File: src/rtl/cpu_out_port.sv
// cpu_out_port: memory-mapped output FIFO peripheral for the single-cycle core.
//
// Snoops the core's data-memory bus. Stores to DATA are pushed into a FIFO,
// and the FIFO is presented on a valid/ready stream. Register reads are
// combinational, so the core can fetch STATUS through its read mux.
//
// Register window (word offsets from BASE_ADDR; address[1:0] ignored):
//   +0x0 DATA   : write pushes data_in, read returns 0
//   +0x4 STATUS : {16'b0, level[7:0], 5'b0, overflow, full, empty}
//                 write with data_in[2]=1 clears overflow
//   +0x8 COUNT  : pop counter when CPU_OUT_PORT_COUNT_EN is defined, else reads 0
//   +0xC        : reserved, reads 0
//
// Optional feature macro: CPU_OUT_PORT_COUNT_EN (32-bit pop counter at +0x8).
//
// Ports:
//   clock     in   rising-edge clock
//   reset     in   asynchronous active-low reset
//   we        in   store enable from the core
//   address   in   data address [31:0]
//   data_in   in   store data [31:0]
//   data_out  out  combinational register read value, 0 outside the window
//   sel       out  1 when address falls inside the 16-byte window
//   out_data  out  FIFO head word, 0 while empty
//   out_valid out  FIFO non-empty
//   out_ready in   consumer accepts the head this cycle
//
// Stream handshake: a word transfers on every rising edge where out_valid and
// out_ready are both 1; while out_valid=1 and out_ready=0 the head holds
// stable; out_ready while empty does nothing.

module cpu_out_port #(
    parameter logic [31:0] BASE_ADDR = 32'h0000_1000,
    parameter int          DEPTH     = 8
) (
    input  logic        clock,
    input  logic        reset,
    input  logic        we,
    input  logic [31:0] address,
    input  logic [31:0] data_in,
    output logic [31:0] data_out,
    output logic        sel,
    output logic [31:0] out_data,
    output logic        out_valid,
    input  logic        out_ready
);

    localparam int PW = (DEPTH > 1) ? $clog2(DEPTH) : 1;
    localparam int LW = PW + 1;

    logic [31:0]   r_mem [DEPTH];
    logic [PW-1:0] r_wr_ptr;
    logic [PW-1:0] r_rd_ptr;
    logic [LW-1:0] r_level;
    logic          r_overflow;

    logic [1:0]    w_off;
    logic          w_empty;
    logic          w_full;
    logic          w_push_req;
    logic          w_pop;
    logic          w_push;
    logic          w_reject;
    logic          w_ovf_clr;
    logic [7:0]    w_level8;
    logic [31:0]   w_status;
    logic [31:0]   w_count_rd;
    logic          w_unused;

    // Byte-lane bits are ignored by the register decode.
    assign w_unused   = ^address[1:0];

    assign sel        = (address[31:4] == BASE_ADDR[31:4]);
    assign w_off      = address[3:2];

    assign w_empty    = (r_level == '0);
    assign w_full     = (r_level == LW'(DEPTH));

    assign w_push_req = we & sel & (w_off == 2'd0);
    assign w_pop      = ~w_empty & out_ready;
    // A pop in the same cycle frees the slot, so a push at full still lands.
    assign w_push     = w_push_req & (~w_full | w_pop);
    assign w_reject   = w_push_req & w_full & ~w_pop;
    assign w_ovf_clr  = we & sel & (w_off == 2'd1) & data_in[2];

    assign out_valid  = ~w_empty;
    assign out_data   = w_empty ? 32'b0 : r_mem[r_rd_ptr];

    assign w_level8   = 8'(r_level);
    assign w_status   = {16'b0, w_level8, 5'b0, r_overflow, w_full, w_empty};

    // Storage is deliberately not reset; out_data is masked while empty.
    always_ff @(posedge clock) begin
        if (w_push) begin
            r_mem[r_wr_ptr] <= data_in;
        end
    end

    always_ff @(posedge clock or negedge reset) begin
        if (!reset) begin
            r_wr_ptr   <= '0;
            r_rd_ptr   <= '0;
            r_level    <= '0;
            r_overflow <= 1'b0;
        end else begin
            if (w_push) begin
                r_wr_ptr <= r_wr_ptr + PW'(1);
            end
            if (w_pop) begin
                r_rd_ptr <= r_rd_ptr + PW'(1);
            end
            case ({w_push, w_pop})
                2'b10:   r_level <= r_level + LW'(1);
                2'b01:   r_level <= r_level - LW'(1);
                default: r_level <= r_level;
            endcase
            // Set has priority over a same-cycle clear.
            if (w_reject) begin
                r_overflow <= 1'b1;
            end else if (w_ovf_clr) begin
                r_overflow <= 1'b0;
            end
        end
    end

`ifdef CPU_OUT_PORT_COUNT_EN
    logic [31:0] r_count;
    logic        w_count_clr;

    assign w_count_clr = we & sel & (w_off == 2'd2);

    // Clear wins over a same-cycle pop.
    always_ff @(posedge clock or negedge reset) begin
        if (!reset) begin
            r_count <= 32'b0;
        end else if (w_count_clr) begin
            r_count <= 32'b0;
        end else if (w_pop) begin
            r_count <= r_count + 32'd1;
        end
    end

    assign w_count_rd = r_count;
`else
    assign w_count_rd = 32'b0;
`endif

    always_comb begin
        data_out = 32'b0;
        if (sel) begin
            case (w_off)
                2'd1:    data_out = w_status;
                2'd2:    data_out = w_count_rd;
                default: data_out = 32'b0;
            endcase
        end
    end

endmodule

File: config.mk
export PLATFORM = sky130hd
export DESIGN_NAME = cpu_out_port
export DESIGN_NICKNAME = d
export VERILOG_FILES = /design/src/rtl/cpu_out_port.sv
export SDC_FILE = /design/constraint.sdc
export NUM_CORES = 1
export LEC_CHECK = 0
export CAP_MARGIN = 20
export CORE_UTILIZATION = 45
export CTS_BUF_LIST = sky130_fd_sc_hd__clkbuf_16
export CTS_CLUSTER_DIAMETER = 120
export DETAILED_ROUTE_END_ITERATION = 10
export PLACE_DENSITY = 0.66
export SLEW_MARGIN = 15
export SYNTH_ARGS = -nofsm -noshare
export SYNTH_HDL_FRONTEND = slang
export SYNTH_SLANG_ARGS = --single-unit
File: constraint.sdc
create_clock -name clock -period 3.9 [get_ports clock]
set_input_delay 0.78 -clock clock [delete_from_list [all_inputs] [get_ports clock]]
set_output_delay 0.78 -clock clock [all_outputs]
set_load 0.02 [all_outputs]
After elaboration in Yosys (flattened, before gate mapping):

Memory sizes are Yosys's and may differ from the RTL's.
Cells that the tools add are included.

* register bits: 11
* memory bits (writable): 256
* input port bits: 68
* logic and storage cells: 38
* memories kept: 1

* $add $sub $neg: 4
* eq/ne operators: 5
* multiplexer cells: 8
* bitwise operators: 12
* reduce and logical (&&, ||, !) cells: 4

Memory list
* r_mem: words 8, bits a word 32, rd ports 1, clocked after Yosys merged registers in 0, wr ports 1, line 51 `logic [31:0] r_mem [DEPTH];`

Operator list (count)
* 32-bit two-way mux: 1
* 28-bit by 9-bit equality test with 1-bit output (second input constant): 1
* 12-bit two-way mux: 2
* 1-bit AND: 8
* 4-bit case mux with 2 select lines: 1
* 3-bit by 1-bit adder with 3-bit output (second input constant): 2
* 4-bit by 1-bit adder with 4-bit output (second input constant): 1
* 2-bit by 1-bit equality test with 1-bit output (second input constant): 2
* 4-bit equality test (second input constant): 1
* 4-bit logical NOT: 1
* 1-bit two-way mux: 4
* 2-bit nonzero test: 2
* 4-bit by 1-bit subtractor with 4-bit output (second input constant): 1
* 1-bit inverter: 3
* 2-bit equality test (second input constant): 1
* 2-bit logical NOT: 1
* 1-bit bitwise OR: 1

Logic depth before layout (Yosys ltp):

* depth after elaboration: 7
* depth in mapped cells: 10
* mapped depth without buffers: 9

Worst setup path before layout:

Ideal clock, no wire load.

* kind: input -> register
* from: input port address[31]
* to: memory r_mem[3][0] (enable)
* arrival: 4631 ps
* path slack: -1199 ps
* cell stages on the path: 6
* path buffers: 1
* cell sequence: or4_4 -> or4_4 -> buf_6 -> nor2_4 -> nand2_1 -> nor3b_1

* cells in the longest elaborated chain, start to end: 6

RTL lines
* start, declared: line 39 `input logic [31:0] address,`
* 28-bit by 9-bit equality test with 1-bit output: line 73 `assign sel = (address[31:4] == BASE_ADDR[31:4]);`
* 1-bit AND (2 in series): line 79 `assign w_push_req = we & sel & (w_off == 2'd0);`
* 1-bit AND: line 82 `assign w_push = w_push_req & (~w_full | w_pop);`
* 1-bit two-way mux: line 94 `if (w_push) begin`
* 1-bit two-way mux (implied by the code): line 95 `r_mem[r_wr_ptr] <= data_in;`
* end, declared: line 51

Every way passes these cells.

Worst setup path in the final report:

* from: register r_rd_ptr[0]
* to: output port out_data[3]

* cells in the longest elaborated chain, start to end: 2

RTL lines
* start, declared: line 53 `logic [PW-1:0] r_rd_ptr;`
* start signal, assigned: line 110 `r_rd_ptr <= r_rd_ptr + PW'(1);`
* memory 8 x 32 bit
* 32-bit two-way mux: line 87 `assign out_data = w_empty ? 32'b0 : r_mem[r_rd_ptr];`
* end, declared: line 43 `output logic [31:0] out_data,`

Every way passes these cells.

==> flow_metrics.env <==
export IMPL_place_congestion=0.7998
export IMPL_synth_cells=515
export IMPL_synth_warnings=0
export IMPL_hp_class="register to register"
export IMPL_seq_area_frac_synth=0.7480
export IMPL_worstPathMaxFanout=18
export IMPL_period_minus_slack_ns=3.683
export IMPL_fin_area_um2=13200
export IMPL_instances_no_fill=986
export IMPL_crit_slowest_cell="dfrtp_4"
export IMPL_ir_drop_v=0.0002785
export IMPL_ant_nets=0
export IMPL_drt_initial_drc_count=234
export IMPL_syn_area_um2=10650
export IMPL_antenna_found_initial=2
export IMPL_viasPerCell=5.276
export IMPL_max_freq_mhz=271.5
export IMPL_initial_core_util=0.4645
export IMPL_power_density_nw_per_um2=426.9
export IMPL_post_route_period_util=0.9444
export IMPL_drcViolationCount=0
export IMPL_drt_pass1_iterations=4
export IMPL_grt_remaining_overflow=0
export IMPL_finalClockSkew_ns=0.01431
export IMPL_routedWlPerCell_um=21.27
export IMPL_critPathArrivalTime_ns=2.90
export IMPL_critPathKind="register to primary output"
export IMPL_dp_cells=935
export IMPL_grt_pass1_wl_um=32580
export IMPL_htree_num_levels=1
export IMPL_final_hold_violation_count=0
export IMPL_synthFlopType="edfxtp_1"
export IMPL_crit_family="buffers and inverters"
export IMPL_cts_hold_buffers_added=0
export IMPL_async_reset_ff_frac=0.04120
export IMPL_clockRootBuffer="clkbuf_16"
export IMPL_cp_required_ns=3.12
export IMPL_cp_end_kind="primary output"
export IMPL_ioPinCount=134
export IMPL_cts_buffer_depth=3
export IMPL_max_slew_margin=0.5068
export IMPL_path_cells="buf_4 > mux4_2 > mux2i_1 > nor2_1 > clkdlybuf4s50_1"
export IMPL_setup_tns_ns=0
export IMPL_synth_edf_count=256
export IMPL_maxCapViolations=0
export IMPL_totalWireLength_um=20980
export IMPL_portBuffers=106
export IMPL_ys_types=37
export IMPL_core_um2=22920
export IMPL_die_area_um2=24280
export IMPL_fp_dieW_um=155.8
export IMPL_chipHeight_um=155.8
export IMPL_area_growth_pct=23.95
export IMPL_rsz0062_at_grt="false"
export IMPL_final_common_cell="edfxtp_1"
export IMPL_finalSetupViolCount=0
export IMPL_clock_latency_ns=0.53
export IMPL_outcome="completed"
export IMPL_fillerInstances=1705
export IMPL_synth_seq_cells=267
export IMPL_power_mw=5.634
export IMPL_max_stage_delay_ns=0.69
export IMPL_vias=5202
export IMPL_drive_gt1_frac=0.2235
export IMPL_clock_sinks=267
export IMPL_cts_buffers=27
export IMPL_core_rowCount=55
export IMPL_slew_violations=0
export IMPL_worstMarginPinSlew_ns=0.7398
export IMPL_cts_tree="yes"
export IMPL_grt_pass1_vias=5599
export IMPL_clkTransAtPathRegs_ns=0.06
export IMPL_startpoint_type="register"
export IMPL_grt_max_degree=36
export IMPL_cp_num_buf_inv=2
export IMPL_final_cell_mix="edfxtp_1, clkdlybuf4s50_1, mux4_2"
export IMPL_syn_area_per_cell_um2=20.67
export IMPL_grt_use_total=0.1813
export IMPL_place_area_um2=12330
export IMPL_p_leak_nw=4.274
export IMPL_dpl_hpwl_um=12240
export IMPL_nets=722
worst paths after layout:
path                       slack [ns]  cells after the start         from           to
max in group asynchronous        2.88                      1        reset  r_rd_ptr[0]
max reg2reg                      1.38                     10   r_level[2]   r_level[2]
min in group asynchronous        0.62                      1        reset   r_level[3]
max                              0.22                      5  r_rd_ptr[0]  out_data[3]
min                              0.51                      1   r_overflow   r_overflow
min reg2reg                      0.51                      1   r_overflow   r_overflow
cell families after synthesis:
group / count (synthesis) / synth area share
compound gates: 3 / 0.001881
simple gates: 82 / 0.04208
flops: 267 / 0.7480
mux: 100 / 0.1700
other cells: 1 / 0.0003523
buf+inv: 52 / 0.02844
xor+xnor: 7 / 0.005759
fa+ha+maj: 3 / 0.003526
cells in the mapped netlist, types with 3 or more instances:
library cell | instances | share of area
edfxtp_1 | 256 | 0.72
mux4_2 | 64 | 0.14
nor2_1 | 37 | 0.013
mux2i_1 | 33 | 0.031
buf_4 | 25 | 0.018
clkbuf_1 | 13 | 0.0046
dfrtp_1 | 11 | 0.026
nand2_1 | 8 | 0.0028
and2_1 | 6 | 0.0035
buf_1 | 6 | 0.0021
buf_2 | 5 | 0.0024
nor3_1 | 5 | 0.0024
nor4_1 | 5 | 0.0029
xnor2_1 | 5 | 0.0041
ha_1 | 3 | 0.0035
nand3_1 | 3 | 0.0014
nor3b_2 | 3 | 0.0035
per-layer routing:
layer / GRT usage / part of all wire / vias to the layer above
li1: - / - / 2316
met3: 0.03083 / 0.053 / 25
met4: 0.04062 / 0.013 / 0
met1: 0.2412 / 0.42 / 2710
met5: 0 / 0 / -
met2: 0.3134 / 0.52 / 151
report_power, final:
group | switching [mW] | internal (mW)
sequential | 0.000102 | 3.14
combinational | 0.0651 | 0.0602
clock | 0.987 | 1.38
total | 1.05 | 4.58
worst reg2reg max path, cell delays in order (launching register included):
cell and delay, ns:
dfrtp_1 0.46, nor4_4 0.33, buf_4 0.30, inv_1 0.13, nand2_1 0.19, nor2b_1 0.11
xor2_1 0.15, ha_1 0.21, nor4b_1 0.28, a31oi_1 0.09, xnor2_1 0.14
sequential cells by signal, summed over array words and instances (netlist names):
register	cells
r_wr_ptr	3
r_level	4
r_rd_ptr	3
r_mem	256
r_overflow	1
per-stage QoR:
stage	utilization	setup WS (ns)	hold WS, ns
floorplan	-	-0.2057	0.4579
global placement	0.5382	0.08205	0.4880
detailed placement	0.5382	0.005985	0.4948
CTS	0.5742	0.04607	0.5173
global route	0.5757	0.04888	0.5468
finish	0.5758	0.2167	0.5150
layout make-up:
cell class | instances | area (um2) | area share
antenna | 2 | 5.005 | 0.0003793
clock buffer | 27 | 675.6 | 0.05120
clock inverter | 22 | 148.9 | 0.01128
inverter | 2 | 7.507 | 0.0005689
multi-input combinational | 220 | 2564 | 0.1943
sequential | 267 | 7971 | 0.6041
tap | 313 | 391.6 | 0.02968
timing repair buffer | 133 | 1431 | 0.1085
timing repair:
action                     4_1_cts  5_1_grt
setup endpoints to repair        1       10
setup buffers                    0        0
pin swaps                        0        2
cloned                           0        0
gates resized for setup          1       10
(Power assumes the default switching activity.)
